[src/rtl/syn_fifo_prog.sv]
// Single-clock FIFO with run-time programmable almost-full/almost-empty offsets,
// fill count, sticky error flags and optional first-word-fall-through read port.
module syn_fifo_prog #(
  parameter  int FIFO_ENTRIES = 16,
  parameter  int DATA_WIDTH   = 8,
  parameter  int FWFT         = 0,
  parameter  int AF_DEFAULT   = 4,
  parameter  int AE_DEFAULT   = 4,
  localparam int AW           = $clog2(FIFO_ENTRIES)
) (
  input  logic                  sys_clk,
  input  logic                  sys_rst,
  input  logic                  wr_en,
  input  logic [DATA_WIDTH-1:0] data_in,
  input  logic                  rd_en,
  output logic [DATA_WIDTH-1:0] data_out,
  output logic                  data_valid,
  input  logic                  cfg_we,
  input  logic                  cfg_sel,
  input  logic [AW-1:0]         cfg_data,
  input  logic                  err_clr,
  output logic                  full,
  output logic                  empty,
  output logic                  almost_full,
  output logic                  almost_empty,
  output logic [AW:0]           count,
  output logic                  overflow,
  output logic                  underflow,
  output logic                  cfg_err
);

  localparam logic [AW:0]   DEPTH   = (AW+1)'(FIFO_ENTRIES);
  localparam logic [AW-1:0] CFG_MAX = AW'(FIFO_ENTRIES/2 - 1);

  logic [DATA_WIDTH-1:0] mem [FIFO_ENTRIES];

  logic [AW:0]   wr_ptr_q, wr_ptr_d, rd_ptr_q, rd_ptr_d, count_q, count_d;
  logic [AW-1:0] x_af_q, x_af_d, x_ae_q, x_ae_d;
  logic          full_q, full_d, empty_q, empty_d, af_q, af_d, ae_q, ae_d;
  logic          ovf_q, ovf_d, udf_q, udf_d, cerr_q, cerr_d;
  logic          wr_acc, rd_acc, cfg_ok;

  // Acceptance uses pre-edge flags: full blocks a write even when a read leaves.
  assign wr_acc = wr_en & ~full_q;
  assign rd_acc = rd_en & ~empty_q;
  assign cfg_ok = cfg_we & empty_q & (cfg_data != '0) & (cfg_data <= CFG_MAX);

  always_comb begin
    wr_ptr_d = wr_ptr_q + (AW+1)'(wr_acc);
    rd_ptr_d = rd_ptr_q + (AW+1)'(rd_acc);
    count_d  = count_q;
    if (wr_acc && !rd_acc) count_d = count_q + 1'b1;
    if (rd_acc && !wr_acc) count_d = count_q - 1'b1;

    x_af_d = x_af_q;
    x_ae_d = x_ae_q;
    if (cfg_ok) begin
      if (cfg_sel) x_af_d = cfg_data;
      else         x_ae_d = cfg_data;
    end

    full_d  = (count_d == DEPTH);
    empty_d = (count_d == '0);
    af_d    = (count_d >= DEPTH - {1'b0, x_af_d});
    ae_d    = (count_d <= {1'b0, x_ae_d});

    ovf_d  = err_clr ? 1'b0 : (ovf_q  | (wr_en & full_q));
    udf_d  = err_clr ? 1'b0 : (udf_q  | (rd_en & empty_q));
    cerr_d = err_clr ? 1'b0 : (cerr_q | (cfg_we & ~cfg_ok));
  end

  always_ff @(posedge sys_clk) begin
    if (sys_rst) begin
      wr_ptr_q <= '0;
      rd_ptr_q <= '0;
      count_q  <= '0;
      x_af_q   <= AW'(AF_DEFAULT);
      x_ae_q   <= AW'(AE_DEFAULT);
      full_q   <= 1'b0;
      empty_q  <= 1'b1;
      af_q     <= 1'b0;
      ae_q     <= 1'b1;
      ovf_q    <= 1'b0;
      udf_q    <= 1'b0;
      cerr_q   <= 1'b0;
    end else begin
      wr_ptr_q <= wr_ptr_d;
      rd_ptr_q <= rd_ptr_d;
      count_q  <= count_d;
      x_af_q   <= x_af_d;
      x_ae_q   <= x_ae_d;
      full_q   <= full_d;
      empty_q  <= empty_d;
      af_q     <= af_d;
      ae_q     <= ae_d;
      ovf_q    <= ovf_d;
      udf_q    <= udf_d;
      cerr_q   <= cerr_d;
    end
  end

  // Storage is never cleared; reset only discards the pointers.
  always_ff @(posedge sys_clk) begin
    if (!sys_rst && wr_acc) mem[wr_ptr_q[AW-1:0]] <= data_in;
  end

  generate
    if (FWFT != 0) begin : g_fwft
      assign data_out   = mem[rd_ptr_q[AW-1:0]];
      assign data_valid = ~empty_q;
    end else begin : g_std
      logic [DATA_WIDTH-1:0] dout_q;
      logic                  dvld_q;
      always_ff @(posedge sys_clk) begin
        if (sys_rst) begin
          dout_q <= '0;
          dvld_q <= 1'b0;
        end else begin
          dvld_q <= rd_acc;
          if (rd_acc) dout_q <= mem[rd_ptr_q[AW-1:0]];
        end
      end
      assign data_out   = dout_q;
      assign data_valid = dvld_q;
    end
  endgenerate

  assign full         = full_q;
  assign empty        = empty_q;
  assign almost_full  = af_q;
  assign almost_empty = ae_q;
  assign count        = count_q;
  assign overflow     = ovf_q;
  assign underflow    = udf_q;
  assign cfg_err      = cerr_q;

endmodule

[config.mk]
export PLATFORM = sky130hd
export DESIGN_NAME = syn_fifo_prog
export DESIGN_NICKNAME = d
export VERILOG_FILES = /design/src/rtl/syn_fifo_prog.sv
export SDC_FILE = /design/constraint.sdc
export NUM_CORES = 1
export LEC_CHECK = 0
export ABC_CLOCK_PERIOD_IN_PS = 3000
export BUFFER_PORTS_ARGS = -buffer_cell sky130_fd_sc_hd__buf_4
export CAP_MARGIN = 20
export CORE_ASPECT_RATIO = 0.9
export CORE_MARGIN = 3
export CORE_UTILIZATION = 35
export DETAILED_ROUTE_END_ITERATION = 16
export GPL_TIMING_DRIVEN = 0
export PLACE_DENSITY = 0.54
export SLEW_MARGIN = 20
export SYNTH_ARGS = -nofsm -noshare
export SYNTH_HDL_FRONTEND = slang
export SYNTH_SLANG_ARGS = --single-unit
export TNS_END_PERCENT = 1
[constraint.sdc]
create_clock -name sys_clk -period 3 [get_ports sys_clk]
set_clock_uncertainty 0.15 [all_clocks]
set_input_delay 0 -clock sys_clk [delete_from_list [all_inputs] [get_ports sys_clk]]
set_output_delay 0 -clock sys_clk [all_outputs]
set_load 0.005 [all_outputs]
==> run_results.csv, run 1 <==
group,metric,value,unit
global_routing,grt_pass1_wl,21200,µm
clock_tree,clk_latency,0.43,ns
hold_path,min_from,"cfg_we",
yosys,synthesis.area,0.00666,mm²
job,max_cap_violation_count,0,
cells_and_area,area.sequential,0.00458,mm²
timing,totalNegativeSetupSlack,0,ns
clock_tree,cts-buffers-inserted,17,
yosys,syn_avg_cell_area,16.4,µm²
clock_tree,clockRootBuffer,"clkbuf_16",
routing,drt_wl_total,14200,µm
clock_tree,tritoncts,"built",
yosys,yosys.area.top_type,"edfxtp_1",
clock_tree,clkTransAtPathRegs,0.06,ns
cells_and_area,finish.utilization,0.439,
cells_and_area,nNetsFinal,523,
yosys,yosys.area_share.simple,0.0718,
yosys,synth-compound-area-share,0.0505,
timing,rsz0062_at_grt,"false",
place,routabilityCongestion,0.745,
yosys,main_combinational_cell_family_by_area_after_synthesis,"multiplexers",
setup_path,worstReg2RegEnd,"almost_full",
power_and_ir_drop,p_per_area,669,mW/mm²
setup_path,worst_r2r_path_depth,10,
yosys,post_synth_xor_area_fraction,0.0131,
routing,firstDrtPassIters,5,
floorplan,die_height,137,µm
hold_path,whs_endpoint,"x_ae_q[3]",
yosys,yosys.cell_types.count,43,
yosys,yosys_warnings,0,
power_and_ir_drop,peakVddDrop,411,µV
setup_path,worstReg2RegStart,"empty",
hold_path,hold_path.class,"in -> reg",
timing,max_slew.worst_pin.slew,1.00,ns
routing,detail-route-antenna-nets,0,
setup_path,ff2ff_setup_slack,0.28,ns
timing,setup_viol,0,
timing,final_hold_viol_count,0,
timing,fmax,0.368,GHz
yosys,syn-num-nets,441,
hold_path,hold_depth,5,
routing,drc,0,
floorplan,coreArea,0.0185,mm²
yosys,synth-edff-count,128,
setup_path,worstSetupPathType,"reg -> reg",
yosys,post_synth_inst_count,406,
clock_tree,cts_max_path_buffers,2,
floorplan,die-area,0.0207,mm²
routing,drt_iter0_drc,174,
setup_path,arrival,2.86,ns
yosys,muxShareOfSynthArea,0.126,
timing,count_of_final_max_slew_check_failures,0,
floorplan,initial_core_util,0.360,
timing,period_utilization_post_route,0.906,
setup_path,worst-path-max-fanout,4,
cells_and_area,synthToLayoutAreaGrowth,22.0,%
place,buffer_ports.inserted,39,
cells_and_area,num_antenna_cells,0,
power_and_ir_drop,p_leak,2.81,nW
cells_and_area,multiInputGateArea,0.00197,mm²
routing,detailroute.via_count,3778,
yosys,ys_top_cells_by_area,"edfxtp_1 (58%), dfxtp_1 (11%), mux4_2 (11%)",
place,hpwl_after_detailed_placement,9700,µm
yosys,synth.top_cell.area_share,0.577,
cells_and_area,num-fill-cells,1677,
yosys,dominantRegCellSynth,"edfxtp_1",
power_and_ir_drop,design_power_total,0.00544,W
global_routing,track_usage,0.144,
global_routing,via_count_of_the_first_global_routing_pass,3633,
yosys,async_reset_ff_frac,0,
floorplan,io_pins,40,
floorplan,die-width,151,µm
global_routing,largest_net_degree_at_the_start_of_global_routing,17,
setup_path,worstSetupEndpointType,"flip-flop",
global_routing,antenna_violations_before_repair,0,
setup_path,startpoint_type,"flip-flop",
timing,final.min_clock_period,2.72,ns
cells_and_area,layout-drive-gt1-share,0.248,
run_status,run_status,"completed",
clock_tree,cts_setup_buffers,0,
global_routing,globalRouteOverflowTotal,0,
yosys,ys_seq_area_frac,0.688,
floorplan,standard_cell_rows,47,
routing,wl_per_cell,19.0,µm
routing,detail_route.vias_per_cell,5.06,
yosys,ys_seq_elements,165,
yosys,adder_cell_share_of_the_synthesized_area,0.0301,
setup_path,worst-endpoint-required,3.14,ns
clock_tree,cts.sinks,165,
clock_tree,cts-htree-levels,4,
timing,worst_slew_margin_rel,0.329,
-- report_power, final --
part | switching, W | internal (W) | total [W]
Clock | 0.000902 | 0.00132 | 0.00222
Sequential | 0.0000461 | 0.00252 | 0.00257
Combinational | 0.000322 | 0.000329 | 0.000651
-- state kept, by name, summed over array words and instances (netlist names) --
signal        count
rd_ptr_q          4
mem             128
x_af_q            4
overflow          1
data_valid        1
almost_empty      1
empty             1
data_out          8
underflow         1
count             5
full              1
cfg_err           1
wr_ptr_q          4
almost_full       1
x_ae_q            4
-- synth_stat cells, types with 5 or more instances --
master	number
nand3_1	5
edfxtp_1	128
a21oi_1	13
mux2i_1	9
xnor2_1	7
clkbuf_1	8
nor2b_1	9
dfxtp_1	37
nor2_1	32
o21ai_0	7
a22o_1	14
and2_1	5
ha_1	16
nand2_1	18
nor3_1	11
inv_1	5
buf_6	5
mux4_2	32
o21ai_1	7
-- stage by stage --
| step | worst slack, ns | instances | instance area, µm² | hold WS [ns] |
|---|---|---|---|---|
| after floorplan | 0.742 | 406 | 6660 | -0.0732 |
| after global placement | 0.0588 | 690 | 7260 | 0.0390 |
| after detailed placement | 0.416 | 692 | 7300 | 0.0395 |
| after CTS | 0.162 | 746 | 8120 | 0.0598 |
| after global routing | 0.0432 | 746 | 8130 | 0.155 |
| final | 0.283 | 746 | 8130 | 0.109 |
-- routing by layer --
metal	part of all wire	global-route usage
met1	0.47	0.207
met2	0.45	0.213
met3	0.061	0.0311
met4	0.018	0.0559
met5	0	0
-- critical path, cell delays in order, from the launching register on --
cell and delay [ns]:
dfxtp_1 0.38, nand2_1 0.11, nor3_2 0.17, nand2_1 0.16, dlygate4sd3_1 0.62, mux2i_1 0.23
xnor2_1 0.16, ha_1 0.24, nor2b_1 0.12, o21ai_0 0.14, a211oi_1 0.08
-- cell type report --
cell class,count,area share
buffer,19,0.0137
clock buffer,18,0.0528
clock inverter,14,0.0212
inverter,7,0.00323
multi-input combinational,215,0.242
sequential,165,0.564
tap,245,0.0377
timing repair buffer,63,0.0650
-- timing repair --
| item | 4_1_cts | 5_1_grt |
|---|---|---|
| endpoints found under the hold margin | 155 | 0 |
| hold buffers | 22 | 0 |
| resized for setup | 0 | 2 |
| setup endpoints to repair | 0 | 1 |
-- worst max path at each step --
| stage | start | endpoint |
|---|---|---|
| after floorplan | empty | almost_empty |
| after global placement | sys_rst | mem[3][2] |
| after detailed placement | sys_rst | mem[7][4] |
| after CTS | empty | almost_full |
| after global routing | empty | almost_full |
| final | empty | almost_full |
-- layout by cell type (no fill, tap or decap), types with 2 or more instances in the layout --
master | synthesis | layout
edfxtp_1 | 128 | 128
buf_4 | 0 | 41
dfxtp_1 | 37 | 37
nor2_1 | 32 | 32
mux4_2 | 32 | 32
dlygate4sd3_1 | 0 | 22
nand2_1 | 18 | 18
clkbuf_16 | 0 | 17
ha_1 | 16 | 16
a22o_1 | 14 | 14
a21oi_1 | 13 | 13
mux2i_1 | 9 | 9
clkbuf_1 | 8 | 9
nor2b_1 | 9 | 9
xnor2_1 | 7 | 7
o21ai_0 | 7 | 7
o21ai_1 | 7 | 7
nor3_2 | 0 | 6
inv_1 | 5 | 5
buf_6 | 5 | 5
nand3_1 | 5 | 5
nor3_1 | 11 | 5
and2_1 | 5 | 5
nand2b_1 | 4 | 4
buf_1 | 4 | 4
inv_6 | 0 | 4
or3_1 | 3 | 3
xor2_1 | 3 | 3
bufinv_16 | 0 | 3
nand2b_4 | 2 | 2
inv_2 | 2 | 2
a211oi_1 | 2 | 2
nand4_1 | 2 | 2
clkinv_1 | 0 | 2
clkinvlp_4 | 0 | 2
-- cells by family (layout without fill, tap and decap cells) --
family / after synthesis / after routing
adders and majority gates: 16 / 16
muxes: 43 / 43
and+or+nand+nor: 96 / 96
DFF: 165 / 165
xor gates and xnor gates: 10 / 10
AOI/OAI and AO/OA: 50 / 50
buffers and inverters: 26 / 121
Note: power is estimated with default switching activity, not from simulation.
==> inputs of run 2 (changes only) <==
- CTS_BUF_LIST: unset -> sky130_fd_sc_hd__clkbuf_8
==> run 2 against run 1 <==
  * The flow now finishes with violations (negative hold slack)
  * Largest power group unchanged
  * Via count decreased by 0.93%
  * Sequential share of layout area increased by 1.4 points
  * Critical path depth unchanged
  * Fmax decreased by 2.5%
  * Clock power decreased by 25%
  * Wire length about the same
  * First-iteration DRC count increased by 4.6%
  * Cell count unchanged
  * Combinational power about the same
  * Power decreased by 10%
  * Global-route usage decreased by 0.093 points
  * Utilization decreased by 1.0 points
==> run_results.csv, run 2 (synthesis gave the netlist of run 1 again) <==
group,metric,value,unit
clock_tree,cts-buffers-inserted,17,
timing,totalNegativeSetupSlack,0,ns
cells_and_area,num-fill-cells,1697,
timing,rsz0062_at_grt,"false",
cells_and_area,synthToLayoutAreaGrowth,19.1,%
setup_path,worstSetupPathType,"reg -> reg",
routing,wl_per_cell,19.0,µm
routing,drt_iter0_drc,182,
clock_tree,cts_max_path_buffers,2,
floorplan,coreArea,0.0185,mm²
run_status,violated_checks,"negative hold slack",
routing,firstDrtPassIters,4,
timing,fmax,0.359,GHz
setup_path,worst-path-max-fanout,4,
timing,final.min_clock_period,2.79,ns
cells_and_area,mostFrequentLayoutCell,"edfxtp_1",
hold_path,min_from,"cfg_we",
setup_path,timing.critical_path.slowest_cell_delay,0.58,ns
floorplan,initial_core_util,0.360,
timing,count_of_final_max_slew_check_failures,0,
floorplan,die-area,0.0207,mm²
cells_and_area,largest_register_ff_count,128,
floorplan,die_height,137,µm
timing,max_slew.worst_pin.slew,1.00,ns
cells_and_area,layout-drive-gt1-share,0.246,
cells_and_area,layout_common_cells,"edfxtp_1 (128), buf_4 (41), dfxtp_1 (37)",
clock_tree,clockRootBuffer,"clkbuf_8",
clock_tree,cts.sinks,165,
routing,drt_wl_total,14200,µm
global_routing,largest_net_degree_at_the_start_of_global_routing,17,
routing,met3RoutedLength,796,µm
clock_tree,tritoncts,"built",
power_and_ir_drop,p_per_area,616,mW/mm²
setup_path,worst_path_max_delay_cell,"dlygate4sd3_1",
timing,worst_hold_slack,-0.00507,ns
setup_path,worstReg2RegEnd,"almost_empty",
global_routing,antenna_violations_before_repair,0,
floorplan,io_pins,40,
global_routing,via_count_of_the_first_global_routing_pass,3611,
clock_tree,clkTransAtPathRegs,0.09,ns
setup_path,startpoint_type,"flip-flop",
place,routabilityCongestion,0.745,
routing,wl_met1,6870,µm
timing,final_hold_viol_count,1,
routing,detail_route.vias_per_cell,5.02,
routing,maxUsedRoutingLayer,"met4",
place,hpwl_after_detailed_placement,9700,µm
global_routing,globalRouteOverflowTotal,0,
timing,worst_slew_margin_rel,0.329,
timing,setup_viol,0,
routing,length_of_routed_met2_wiring,6440,µm
setup_path,worst_r2r_path_depth,10,
cells_and_area,nNetsFinal,523,
cells_and_area,num_antenna_cells,0,
power_and_ir_drop,p_leak,2.73,nW
setup_path,crit_path_cell_chain,"nand2_1, or3_4, nor2_4, dlygate4sd3_1, mux2i_1, ha_1, o21a_1, o21ai_0, nand2b_1, a31oi_1",
job,max_cap_violation_count,0,
setup_path,worstReg2RegStart,"empty",
setup_path,worstSetupEndpointType,"flip-flop",
routing,drc,0,
floorplan,die-width,151,µm
global_routing,grt_pass1_wl,21200,µm
timing,period_utilization_post_route,0.929,
global_routing,track_usage,0.143,
routing,detailroute.via_count,3743,
setup_path,worst-endpoint-required,3.23,ns
clock_tree,clk_latency,0.45,ns
hold_path,whs_endpoint,"x_ae_q[3]",
routing,detail-route-antenna-nets,0,
run_status,run_status,"finished with violations",
clock_tree,cts-htree-levels,4,
hold_path,hold_depth,5,
power_and_ir_drop,peakVddDrop,336,µV
floorplan,standard_cell_rows,47,
clock_tree,cts_setup_buffers,0,
setup_path,arrival,3.02,ns
setup_path,ff2ff_setup_slack,0.21,ns
place,buffer_ports.inserted,39,
hold_path,hold_path.class,"in -> reg",
[run 2: cell types whose count changed in the layout (fill, tap and decap cells not counted), moves of 2 or more]
cell       before  now
clkbuf_8        0   17
clkbuf_16      17    0
nor3_1          5    7
nor3_2          6    4
[run 2: through the flow]
stage	utilization	area (µm²)	setup WS (ns)	instances	total power, W
final	0.428	7940	0.212	746	0.00489
after global placement	0.392	7260	0.0588	690	0.00323
after CTS	0.428	7930	0.0963	746	0.00494
after detailed placement	0.394	7300	0.416	692	0.00325
after floorplan	-	6660	0.742	406	0.00302
after global routing	0.428	7940	0.0397	746	0.00511
[run 2: power by group]
group | internal [W] | switching (W)
clock | 0.000830 | 0.000840
combinational | 0.000330 | 0.000321
sequential | 0.00252 | 0.0000469
[run 2: final cells by class]
type	instances	area (µm²)	area share
multi-input combinational	215	1970	0.248
sequential	165	4580	0.578
clock inverter	15	176	0.0222
timing repair buffer	63	528	0.0665
buffer	19	111	0.0140
inverter	7	26.3	0.00331
clock buffer	17	234	0.0295
tap	245	307	0.0386
[run 2: routing by layer]
layer | GRT usage | vias up
li1 | - | 1733
met4 | 0.0368 | 0
met1 | 0.208 | 1911
met3 | 0.0381 | 6
met2 | 0.213 | 93
met5 | 0 | -
[run 2: worst max-delay path by stage]
| stage | startpoint | endpoint | slack (ns) | cells past startpoint |
|---|---|---|---|---|
| 4_1_cts | empty | almost_empty | 0.1 | 10 |
| 2_1_floorplan | empty | almost_empty | 0.74 | 10 |
| 3_3_place_gp | sys_rst | mem[3][2] | 0.06 | 6 |
| 3_5_place_dp | sys_rst | mem[7][4] | 0.42 | 6 |
| 5_1_grt | empty | almost_empty | 0.04 | 10 |
| 6_report | empty | almost_empty | 0.21 | 10 |
[run 2: critical path, delay by kind of cell, from the launching register on]
family          cells  cell delay, ns
compound gates      3            0.40
fa+ha+maj           1            0.28
buf+inv             1            0.58
flops               1            0.39
mux                 1            0.24
simple gates        4            0.70
[run 2: timing repair]
action,CTS,global route
gates resized for setup,0,2
endpoints found under the hold margin,156,0
setup endpoints to repair,0,1
hold buffers,22,0
